==> config.mk <==
export PLATFORM = sky130hd
export DESIGN_NAME = vga_line_fetch_ctrl
export DESIGN_NICKNAME = d
export VERILOG_FILES = /design/src/rtl/vga_fetch_pkg.sv /design/src/rtl/line_fetch_trigger.sv /design/src/rtl/vga_line_fetch_ctrl.sv
export SDC_FILE = /design/constraint.sdc
export NUM_CORES = 1
export LEC_CHECK = 0
export CELL_PAD_IN_SITES_DETAIL_PLACEMENT = 1
export CELL_PAD_IN_SITES_GLOBAL_PLACEMENT = 2
export CORE_MARGIN = 3
export CORE_UTILIZATION = 31
export CTS_BUF_LIST = sky130_fd_sc_hd__clkbuf_8 sky130_fd_sc_hd__clkbuf_16
export DETAILED_ROUTE_END_ITERATION = 6
export GPL_TIMING_DRIVEN = 1
export PLACE_DENSITY_LB_ADDON = 0.1
export SETUP_SLACK_MARGIN = 0.15
export SYNTH_ARGS = -nofsm -noshare
export SYNTH_HDL_FRONTEND = slang
export SYNTH_SLANG_ARGS = --single-unit
==> constraint.sdc <==
create_clock -name clk -period 8.15 [get_ports clk]
set_input_delay 1.63 -clock clk [delete_from_list [all_inputs] [get_ports clk]]
set_output_delay 1.63 -clock clk [all_outputs]
set_load 0.005 [all_outputs]
==> src/rtl/vga_fetch_pkg.sv <==
// Shared types and defaults for the VGA line-cache fetch controller.
// Holds the fetch FSM state type, the video timing defaults and the port widths.
package vga_fetch_pkg;

  typedef enum logic [1:0] {
    IDLE,
    REQ,
    DATA,
    DONE
  } fetch_state_t;

  localparam int DEF_H_ACTIVE  = 640;
  localparam int DEF_V_ACTIVE  = 480;
  localparam int DEF_V_TOTAL   = 525;
  localparam int DEF_BURST_LEN = 8;
  localparam int DEF_ADDR_W    = 25;

  localparam int LB_ADDR_W = 11;
  localparam int COORD_W   = 10;
  localparam int PIX_W     = 8;

  function automatic int bursts_per_line(input int h_active, input int burst_len);
    return h_active / burst_len;
  endfunction

endpackage

==> src/rtl/line_fetch_trigger.sv <==
// Edge detection on the VGA column: one pulse on entry to horizontal blanking,
// one pulse at line start, plus the line number that the next fetch targets.
module line_fetch_trigger
  import vga_fetch_pkg::*;
#(
  parameter int H_ACTIVE = DEF_H_ACTIVE,
  parameter int V_TOTAL  = DEF_V_TOTAL
) (
  input  logic               clk,
  input  logic               reset,
  input  logic [COORD_W-1:0] x,
  input  logic [COORD_W-1:0] y,
  output logic               fetch_pulse,
  output logic               line0_pulse,
  output logic [COORD_W-1:0] next_line
);

  localparam logic [COORD_W-1:0] X_TRIG = COORD_W'(H_ACTIVE);
  localparam logic [COORD_W-1:0] Y_LAST = COORD_W'(V_TOTAL - 1);

  logic [COORD_W-1:0] x_prev;

  // NOTE: registers are assigned with <= so each one samples pre-edge values,
  // independent of statement order inside or across always_ff blocks.
  always_ff @(posedge clk) begin
    if (reset) begin
      x_prev <= '0;
    end else begin
      x_prev <= x;
    end
  end

  assign fetch_pulse = (x == X_TRIG) && (x_prev != X_TRIG);
  assign line0_pulse = (x == '0) && (x_prev != '0);

  // The last line of the frame (inside vertical blanking) prefetches line 0.
  assign next_line = (y == Y_LAST) ? '0 : y + COORD_W'(1);

endmodule

==> src/rtl/vga_line_fetch_ctrl.sv <==
// Fetches line y+1 from the SDRAM frame buffer in bursts during horizontal
// blanking and writes it into the idle half of a ping-pong line cache.
module vga_line_fetch_ctrl
  import vga_fetch_pkg::*;
#(
  parameter int H_ACTIVE   = DEF_H_ACTIVE,
  parameter int V_ACTIVE   = DEF_V_ACTIVE,
  parameter int V_TOTAL    = DEF_V_TOTAL,
  parameter int BURST_LEN  = DEF_BURST_LEN,
  parameter int ADDR_W     = DEF_ADDR_W,
  parameter int FRAME_BASE = 0
) (
  input  logic                 clk,
  input  logic                 reset,
  input  logic                 enable,
  input  logic [COORD_W-1:0]   x,
  input  logic [COORD_W-1:0]   y,
  output logic                 rd_req,
  output logic [ADDR_W-1:0]    rd_addr,
  input  logic                 rd_gnt,
  input  logic                 rd_valid,
  input  logic [PIX_W-1:0]     rd_data,
  output logic                 lb_wr_en,
  output logic [LB_ADDR_W-1:0] lb_wr_addr,
  output logic [PIX_W-1:0]     lb_wr_data,
  output logic                 disp_bank,
  output logic                 underrun
);

  localparam int N_BURSTS = bursts_per_line(H_ACTIVE, BURST_LEN);
  localparam int BURST_W  = (N_BURSTS > 1) ? $clog2(N_BURSTS) : 1;
  localparam int BEAT_W   = (BURST_LEN > 1) ? $clog2(BURST_LEN) : 1;

  localparam logic [BURST_W-1:0] LAST_BURST = BURST_W'(N_BURSTS - 1);
  localparam logic [BEAT_W-1:0]  LAST_BEAT  = BEAT_W'(BURST_LEN - 1);

  fetch_state_t       state;
  fetch_state_t       state_nxt;
  logic               fetch_pulse;
  logic               line0_pulse;
  logic [COORD_W-1:0] next_line;
  logic [COORD_W-1:0] line_q;
  logic [BURST_W-1:0] burst_q;
  logic [BEAT_W-1:0]  beat_q;
  logic               fill_bank;
  logic               ready_bank;
  logic               start_fetch;
  logic               beat_take;
  logic               beat_last;
  logic [COORD_W-1:0] col;

  line_fetch_trigger #(
    .H_ACTIVE (H_ACTIVE),
    .V_TOTAL  (V_TOTAL)
  ) u_trigger (
    .clk         (clk),
    .reset       (reset),
    .x           (x),
    .y           (y),
    .fetch_pulse (fetch_pulse),
    .line0_pulse (line0_pulse),
    .next_line   (next_line)
  );

  assign start_fetch = fetch_pulse && enable && (state == IDLE)
                       && (next_line < COORD_W'(V_ACTIVE));
  assign beat_take   = (state == DATA) && rd_valid;
  assign beat_last   = beat_take && (beat_q == LAST_BEAT);

  always_ff @(posedge clk) begin
    if (reset) begin
      state <= IDLE;
    end else begin
      state <= state_nxt;
    end
  end

  // NOTE: every variable gets a default before the case, so no path through
  // the logic leaves it unassigned and no latch is inferred.
  always_comb begin
    state_nxt = state;
    rd_req    = 1'b0;
    unique case (state)
      IDLE: begin
        if (start_fetch) state_nxt = REQ;
      end
      REQ: begin
        rd_req = 1'b1;
        if (rd_gnt) state_nxt = DATA;
      end
      DATA: begin
        if (beat_last) state_nxt = (burst_q == LAST_BURST) ? DONE : REQ;
      end
      DONE: begin
        state_nxt = IDLE;
      end
      default: begin
        state_nxt = IDLE;
      end
    endcase
  end

  always_ff @(posedge clk) begin
    if (reset) begin
      line_q  <= '0;
      burst_q <= '0;
      beat_q  <= '0;
    end else if (start_fetch) begin
      line_q  <= next_line;
      burst_q <= '0;
      beat_q  <= '0;
    end else if (beat_take) begin
      if (beat_q == LAST_BEAT) begin
        beat_q <= '0;
        if (burst_q != LAST_BURST) burst_q <= burst_q + BURST_W'(1);
      end else begin
        beat_q <= beat_q + BEAT_W'(1);
      end
    end
  end

  // Derived from registered line/burst only, so it holds steady for the whole request.
  assign rd_addr = ADDR_W'(FRAME_BASE)
                 + ADDR_W'(line_q) * ADDR_W'(H_ACTIVE)
                 + ADDR_W'(burst_q) * ADDR_W'(BURST_LEN);

  assign col = COORD_W'(burst_q) * COORD_W'(BURST_LEN) + COORD_W'(beat_q);

  always_ff @(posedge clk) begin
    if (reset) begin
      lb_wr_en   <= 1'b0;
      lb_wr_addr <= '0;
      lb_wr_data <= '0;
    end else begin
      lb_wr_en <= beat_take;
      if (beat_take) begin
        lb_wr_addr <= {fill_bank, col};
        lb_wr_data <= rd_data;
      end
    end
  end

  // A trigger that finds the FSM busy means the previous line missed its slot.
  always_ff @(posedge clk) begin
    if (reset) begin
      fill_bank  <= 1'b1;
      ready_bank <= 1'b0;
      disp_bank  <= 1'b0;
      underrun   <= 1'b0;
    end else begin
      if (state == DONE) begin
        ready_bank <= fill_bank;
        fill_bank  <= ~fill_bank;
      end
      if (line0_pulse) disp_bank <= ready_bank;
      if (fetch_pulse && (state != IDLE)) underrun <= 1'b1;
    end
  end

endmodule
* Word level (Yosys, flattened, before mapping)
Cells that the tools add are included.
Storage, ports and cells: flip-flop bits (word level) 56, logic and storage cells 55
Operators by class: add/sub/neg operators 5, $mul 1, magnitude comparators 1, eq/ne operators 12, muxes and demuxes 8, bitwise logic cells 1, reduce and logical (&&, ||, !) cells 15
Operator list (number):
- adder 20 x 10 -> 21 bit | 1
- equality test 10 bit (second input constant) | 2
- multiplier 10 x 3 -> 13 bit (second input constant) | 1
- adder 10 x 1 -> 10 bit (second input constant) | 1
- adder 10 x 3 -> 10 bit | 1
- logical NOT 10 bit | 1
- < comparator 10 x 9 -> 1 bit (second input constant) | 1
- 2-to-1 mux 10 bit | 1
- != test 10 bit (second input constant) | 1
- nonzero test 10 bit | 1
- logical AND 1 bit | 8
- 2-to-1 mux 2 bit | 4
- one-hot mux 2 bit (4 select lines) | 1
- adder 7 x 1 -> 7 bit (second input constant) | 1
- equality test 7 bit (second input constant) | 1
- != test 7 bit (second input constant) | 1
- != test 2 bit (second input constant) | 3
- AND reduction 3 bit | 2
- equality test 2 bit (second input constant) | 2
- adder 3 x 1 -> 3 bit (second input constant) | 1
- equality test 3 bit (second input constant) | 1
- 2-to-1 mux 3 bit | 1
- equality test 2 x 1 -> 1 bit (second input constant) | 1
- logical NOT 2 bit | 1
- 4 further kinds | 4

* Depth between registers and ports, before layout
Gate-level depths: netlist (run 1).
word-level depth 7, mapped depth 9, mapped depth without buffers 9

* Hierarchy
Synthesis (run 1) repeated with hierarchy kept, for this count alone.
Unflattened totals: cell total of the unflattened synthesis 355, area, all modules 3064.2 µm²
Modules (own cells, without submodules):
- vga_line_fetch_ctrl | times used 1, cells an instance 292, area an instance 2507.4 µm², sequential area each 920.9 µm²
- line_fetch_trigger | times used 1, cells an instance 63, area an instance 556.8 µm², sequential area each 200.2 µm²

* Least setup slack after synthesis (run 1)
No wires, ideal clock.
path type register to output, start point register line_q[1], end point output port rd_addr[19], arrival time 2.497 ns, required time 6.520 ns, path slack 4.023 ns, cell stages (with the launch flop) 9, buffers on the path 0, cell sequence dfxtp_1 ha_1 ha_1 fa_1 xnor2_1 or3b_2 and3b_1 nand3_1 o32ai_1
Between the ends: longest elaborated chain between the ends 2
Ends and longest elaborated chain:
- start: declaration | line vga_line_fetch_ctrl.sv:42 | logic [COORD_W-1:0] line_q;
- start signal: assignment | line vga_line_fetch_ctrl.sv:109 | line_q <= next_line;
- multiplier 10 x 3 -> 13 bit | line vga_line_fetch_ctrl.sv:124 | + ADDR_W'(line_q) * ADDR_W'(H_ACTIVE)
- adder 20 x 10 -> 21 bit | line vga_line_fetch_ctrl.sv:125 | + ADDR_W'(burst_q) * ADDR_W'(BURST_LEN);
- end: declaration | line vga_line_fetch_ctrl.sv:19 | output logic [ADDR_W-1:0] rd_addr,
Every way passes these cells.

* Worst setup path after layout (run 1)
Same ends and word-level chain as after synthesis.

==> results.yml, run 1 <==
drt:
  via_per_inst: 4.81
  drt-wirelength-per-cell_um: 13.9
  dr.first_iter.drc_count: 34
  routed_wirelength_mm: 7.61
  dr.pass1.iters: 4
  drc: 0
  drtAntennaViolNets: 0
  num_vias: 2639
logic_synthesis:
  yosysUniqueCellTypes: 51
  synthesis.area_per_instance_sq_um: 8.65
  synth-seq-area-share_pct: 36.3
  synth.ff_latch_count: 56
  ys_async_sr_fraction_pct: 0
  synth-edff-count: 0
  synth-warning-count: 0
  dominantRegCellSynth: "dfxtp_1"
  postSynthCellCount: 357
  syn-cell-area_sq_um: 3090
die:
  die_h_um: 106
  fp-row-count: 35
  pin_count: 81
  die_x_um: 106
  initial_core_util_pct: 32.6
  die_footprint_sq_um: 11200
  floorplan.core_area_sq_um: 9460
layout:
  instances_no_fill: 549
  num_antenna_cells: 0
  drive_above_1_share_pct: 4.52
  multi_input_comb_area_sq_um: 1810
  regArea_sq_um: 1120
  final.fill_count: 1129
  layout-area-overhead-vs-synth_pct: 27.9
  design.final.nets: 479
  final_design_area_no_fill_sq_um: 3950
worst_setup_path:
  critPathMaxFanout: 3
  required_time_of_the_critical_path_ns: 6.52
  cp.arrival_ns: 3.52
  cpMostUsedCell: "ha_1"
  path_delay_family: "adder cells"
  timing.critical_path.buf_inv: 1
  path_class: "register to output pin"
  critical_path.cell_chain: "ha_1 > ha_1 > fa_1 > xnor2_1 > or3b_2 > and3b_1 > nand3_1 > o32ai_1 > clkdlybuf4s50_1"
  critPathLaunchType: "register"
  crit_path_max_incr_delay_ns: 0.55
  crit_slowest_cell: "clkdlybuf4s50_1"
  critical_path.endpoint_type: "output pin"
power_and_ir_drop:
  power_per_cell_area_nw_per_um2: 119
  irDropWorstVdd_v: 0.0000629
  report.power.total_mw: 0.470
  leakagePower_nw: 1.53
timing:
  grt_setup_unrepaired: "no"
  setup_tns_final_ns: 0
  setup_viol_count_final: 0
  finalHoldWorstSlack_ns: 0.459
  maxClockFrequency_mhz: 194
  timing_hold_violations_final: 0
  finalMaxSlewViolations: 0
  max_slew_margin_pct: 32.7
  timing.final.crit_share_pct: 63.2
  fin_crit_period_ns: 5.15
  timing_worst_slew_pin_value_ns: 1.01
  clock_skew_ns: 0.00507
outcome:
  status: "complete, no violations"
clock_network:
  clockBufferDepth: 2
  clk_root_buffer_cell: "clkbuf_8"
  cts_tree: "yes"
  cts_made_buffers: 5
  cts.sink_count: 56
  post_cts.resized_instances: 0
  hold_buffer_count_at_cts: 0
  cts_setup_buffers: 0
  ctsHtreeMaxLevel: 2
  path_clk_slew_ns: 0.10
  clk-insertion-delay-late_ns: 0.30
grt:
  maximum_number_of_pins_on_one_net_before_global_route_repair: 56
  wire_length_of_the_first_global_routing_pass_mm: 13.0
  vias_in_the_first_global_route: 2678
  grt_antenna_before_repair: 0
  grt_residual_overflow: 0
  groute.usage.overall_pct: 13.9
place:
  dp.cells: 542
  place_congestion: 0.824
  place_hpwl_mm: 5.71
  dpl-instance-area_sq_um: 3860
  port_buffers: 72
flow_run:
  max_cap_viol_count: 0
min_path:
  hp-class: "register to register"
## layout make-up
| type | instances | share of cell area [%] |
|---|---|---|
| Multi-Input combinational cell | 273 | 45.8 |
| Clock buffer | 6 | 2.09 |
| Tap cell | 129 | 4.09 |
| Sequential cell | 56 | 28.4 |
| Clock inverter | 1 | 0.222 |
| Timing Repair Buffer | 74 | 18.5 |
| Inverter | 10 | 0.951 |
## synth_stat cells (3+ instances only)
master | n | share of area, %
buf_4 | 12 | 2.9
xor2_1 | 7 | 2.0
mux2i_1 | 8 | 2.6
nor2_1 | 28 | 3.4
or3_1 | 4 | 0.81
nand2_1 | 51 | 6.2
xnor2_1 | 19 | 5.4
nor2b_1 | 13 | 2.6
a21oi_1 | 26 | 4.2
nor3_1 | 14 | 2.3
ha_1 | 24 | 9.7
dfxtp_1 | 56 | 36
clkbuf_1 | 9 | 1.1
a21o_1 | 4 | 0.97
inv_1 | 10 | 1.2
nor4_1 | 4 | 0.81
and2_1 | 4 | 0.81
o21ai_0 | 6 | 0.97
nor3b_1 | 3 | 0.73
nand4_1 | 6 | 1.2
nand3_1 | 8 | 1.3
and3_1 | 3 | 0.61
## worst paths after layout
check                                    from  slack, ns             to  cells past startpoint
worst max register to register      beat_q[0]       5.72     burst_q[6]                      7
worst min register to register  lb_wr_data[4]       0.46  lb_wr_data[4]                      2
worst max-delay path                line_q[1]       3.00    rd_addr[19]                      9
worst min-delay path            lb_wr_data[4]       0.46  lb_wr_data[4]                      2
## kinds of logic after synthesis
kind of cell	share of synthesized area [%]
AOI/OAI and AO/OA	12.9
xor gates and xnor gates	7.38
adders and majority gates	11.0
buffers and inverters	6.00
DFF	36.3
muxes	2.59
other	0.121
and+or+nand+nor	23.7
## per-stage QoR
stage / utilization [%] / setup slack, ns
after floorplan: - / 4.02
after global routing: 41.7 / 2.82
final: 41.7 / 3.00
after global placement: 40.8 / 3.41
after CTS: 41.7 / 2.95
after detailed placement: 40.8 / 3.33
## metal layers
metal | share of wire (%) | GRT usage, % | wire length (um)
met1 | 49 | 18.9 | 3700
met3 | 5.2 | 3.55 | 394
met4 | 0.83 | 2.78 | 63
met5 | 0 | 0 | 0
met2 | 45 | 22.2 | 3450
## power breakdown
group,internal [mW],switching [mW]
Combinational,0.0189,0.0175
Clock,0.0681,0.0882
Sequential,0.276,0.000838
## cells in the final DEF, fill, tap and decap left out, drive strengths merged, types with 5 or more instances in the layout
| cell | synthesis | final |
|---|---|---|
| a21oi | 26 | 26 |
| clkbuf | 9 | 6 |
| clkdlybuf4s50 | 0 | 71 |
| conb | 1 | 8 |
| dfxtp | 56 | 56 |
| ha | 24 | 24 |
| inv | 10 | 10 |
| mux2i | 8 | 8 |
| nand2 | 51 | 51 |
| nand3 | 8 | 8 |
| nand4 | 6 | 6 |
| nor2 | 28 | 28 |
| nor2b | 13 | 13 |
| nor3 | 14 | 14 |
| nor4 | 5 | 5 |
| o21ai | 6 | 6 |
| xnor2 | 19 | 19 |
| xor2 | 7 | 7 |
## worst reg2reg max path: cells and delay by family, from the launching register on
kind                       cells  cell delay (ns)
AOI/OAI and AO/OA              1             0.19
DFF                            1             0.40
xor gates and xnor gates       1             0.17
adders and majority gates      2             0.38
and+or+nand+nor                3             1.21
## sequential cells by signal, summed over array words and instances, names as in the netlist, 2 cells and up
| register | count |
|---|---|
| beat_q | 3 |
| burst_q | 7 |
| lb_wr_addr | 11 |
| lb_wr_data | 8 |
| line_q | 10 |
| state | 2 |
| u_trigger.x_prev | 10 |
Note: power is estimated with default switching activity, not from simulation.
==> inputs of run 2 (changes only) <==
--- a/config.mk
+++ b/config.mk
@@ -8,7 +8,7 @@
 export CELL_PAD_IN_SITES_DETAIL_PLACEMENT = 1
 export CELL_PAD_IN_SITES_GLOBAL_PLACEMENT = 2
 export CORE_MARGIN = 3
-export CORE_UTILIZATION = 31
+export CORE_UTILIZATION = 26
 export CTS_BUF_LIST = sky130_fd_sc_hd__clkbuf_8 sky130_fd_sc_hd__clkbuf_16
 export DETAILED_ROUTE_END_ITERATION = 6
 export GPL_TIMING_DRIVEN = 1
==> constraint.sdc (replaced) <==
create_clock -name clk -period 4.62 [get_ports clk]
set_input_delay 0.924 -clock clk [delete_from_list [all_inputs] [get_ports clk]]
set_output_delay 0.924 -clock clk [all_outputs]
set_load 0.005 [all_outputs]
==> results.yml, run 2 (synthesis results as in run 1) <==
die:
  initial_core_util_pct: 26.8
  die_x_um: 115
  die_h_um: 115
  floorplan.core_area_sq_um: 11500
  die_footprint_sq_um: 13200
  fp-row-count: 39
  pin_count: 81
place:
  port_buffers: 72
  dpl-instance-area_sq_um: 3870
  place_hpwl_mm: 5.96
  place_congestion: 0.776
worst_setup_path:
  required_time_of_the_critical_path_ns: 3.70
  critPathLaunchType: "register"
  cp.arrival_ns: 3.35
  cpMostUsedCell: "ha_1"
  critical_path.endpoint_type: "output pin"
  critPathMaxFanout: 3
  path_class: "register to output pin"
  crit_path_max_incr_delay_ns: 0.57
  critical_path.cell_chain: "ha_1 > ha_1 > fa_2 > or3b_2 > and3b_2 > nand3_2 > o32ai_2 > clkdlybuf4s50_1"
  crit_slowest_cell: "fa_2"
drt:
  via_per_inst: 4.76
  dr.first_iter.drc_count: 63
  routed_wirelength_mm: 8.06
  num_vias: 2670
  dr.pass1.iters: 4
  drc: 0
  drt-wirelength-per-cell_um: 14.4
  drtAntennaViolNets: 0
timing:
  finalMaxSlewViolations: 0
  clock_skew_ns: 0.00634
  maxClockFrequency_mhz: 234
  timing_worst_slew_pin_value_ns: 1.09
  timing_hold_violations_final: 0
  fin_crit_period_ns: 4.27
  setup_tns_final_ns: 0
  timing.final.crit_share_pct: 92.4
  grt_setup_unrepaired: "no"
  max_slew_margin_pct: 27.2
  setup_viol_count_final: 0
grt:
  groute.usage.overall_pct: 12.6
  wire_length_of_the_first_global_routing_pass_mm: 13.6
  vias_in_the_first_global_route: 2762
  grt_residual_overflow: 0
  grt_antenna_before_repair: 0
  maximum_number_of_pins_on_one_net_before_global_route_repair: 56
flow_run:
  max_cap_viol_count: 0
clock_network:
  clockBufferDepth: 2
  hold_buffer_count_at_cts: 0
  cts_tree: "yes"
  cts_made_buffers: 5
  clk-insertion-delay-late_ns: 0.29
  cts_setup_buffers: 0
  post_cts.resized_instances: 0
  path_clk_slew_ns: 0.07
  clk_root_buffer_cell: "clkbuf_16"
  cts.sink_count: 56
  ctsHtreeMaxLevel: 2
min_path:
  hp-class: "register to register"
layout:
  layout_commonest_cell: "clkdlybuf4s50_1"
  layout-area-overhead-vs-synth_pct: 30.9
  layout.cells.most_common_list: "clkdlybuf4s50_1 (71), dfxtp_1 (55), nand2_1 (51), nor2_1 (28), a21oi_1 (26)"
  final_design_area_no_fill_sq_um: 4040
  design.final.nets: 478
  drive_above_1_share_pct: 5.26
  reg.largest.list: "lb_wr_addr x11, line_q x10, u_trigger.x_prev x10"
  max_reg_flops: 11
  num_antenna_cells: 0
  top_register: "lb_wr_addr"
power_and_ir_drop:
  leakagePower_nw: 1.56
  power_per_cell_area_nw_per_um2: 241
  irDropWorstVdd_v: 0.000115
outcome:
  status: "complete, no violations"
[run 2: cell types whose count changed in the layout (fill, tap and decap cells not counted), sizes merged]
cell	change
buf	-1
bufinv	+1
clkbuf	-1
clkinv	-1
[run 2: metal layers]
layer	vias to the layer above	wire [um]	part of all wire, %	GRT usage [%]
met5	-	0	0	0
met1	1280	3920	49	17.3
li1	1335	-	-	-
met3	8	373	4.6	2.89
met4	0	70	0.87	2.82
met2	47	3690	46	20.3
[run 2: worst paths after layout]
kind	from	to	slack, ns	depth (start not counted)
hold / removal	lb_wr_addr[10]	lb_wr_addr[10]	0.46	2
setup / recovery	line_q[1]	rd_addr[19]	0.35	8
setup reg to reg	beat_q[0]	burst_q[6]	2.22	7
hold reg to reg	lb_wr_addr[10]	lb_wr_addr[10]	0.46	2
[run 2: cell type report]
class / count / area (sq um)
Inverter: 10 / 37.5
Fill cell: 1360 / 7480
Tap cell: 143 / 179
Multi-Input combinational cell: 273 / 1820
Timing Repair Buffer: 73 / 723
Sequential cell: 56 / 1120
Clock buffer: 5 / 125
Clock inverter: 1 / 30.0
[run 2: report_power, final]
group	switching [mW]	internal [mW]
registers	0.00142	0.487
clock network	0.173	0.250
logic	0.0310	0.0328
total	0.205	0.770
[run 2: stage by stage]
stage / total power, mW / std cells / utilization [%] / hold slack (ns) / setup slack, ns
finish: 0.975 / 561 / 35.1 / 0.455 / 0.349
global route: 1.03 / 561 / 35.1 / 0.472 / 0.183
CTS: 0.995 / 561 / 34.9 / 0.458 / 0.202
detailed placement: 0.564 / 555 / 33.6 / 0.450 / 0.560
global placement: 0.564 / 555 / 33.6 / 0.443 / 0.582
floorplan: 0.529 / 364 / - / 0.440 / 1.20
[run 2: worst max-delay path, delay by kind of cell, from the launching register on]
family          cells  cell delay (ns)
compound gates      1             0.25
fa+ha+maj           3             1.10
buf+inv             1             0.53
flops               1             0.33
simple gates        3             0.83
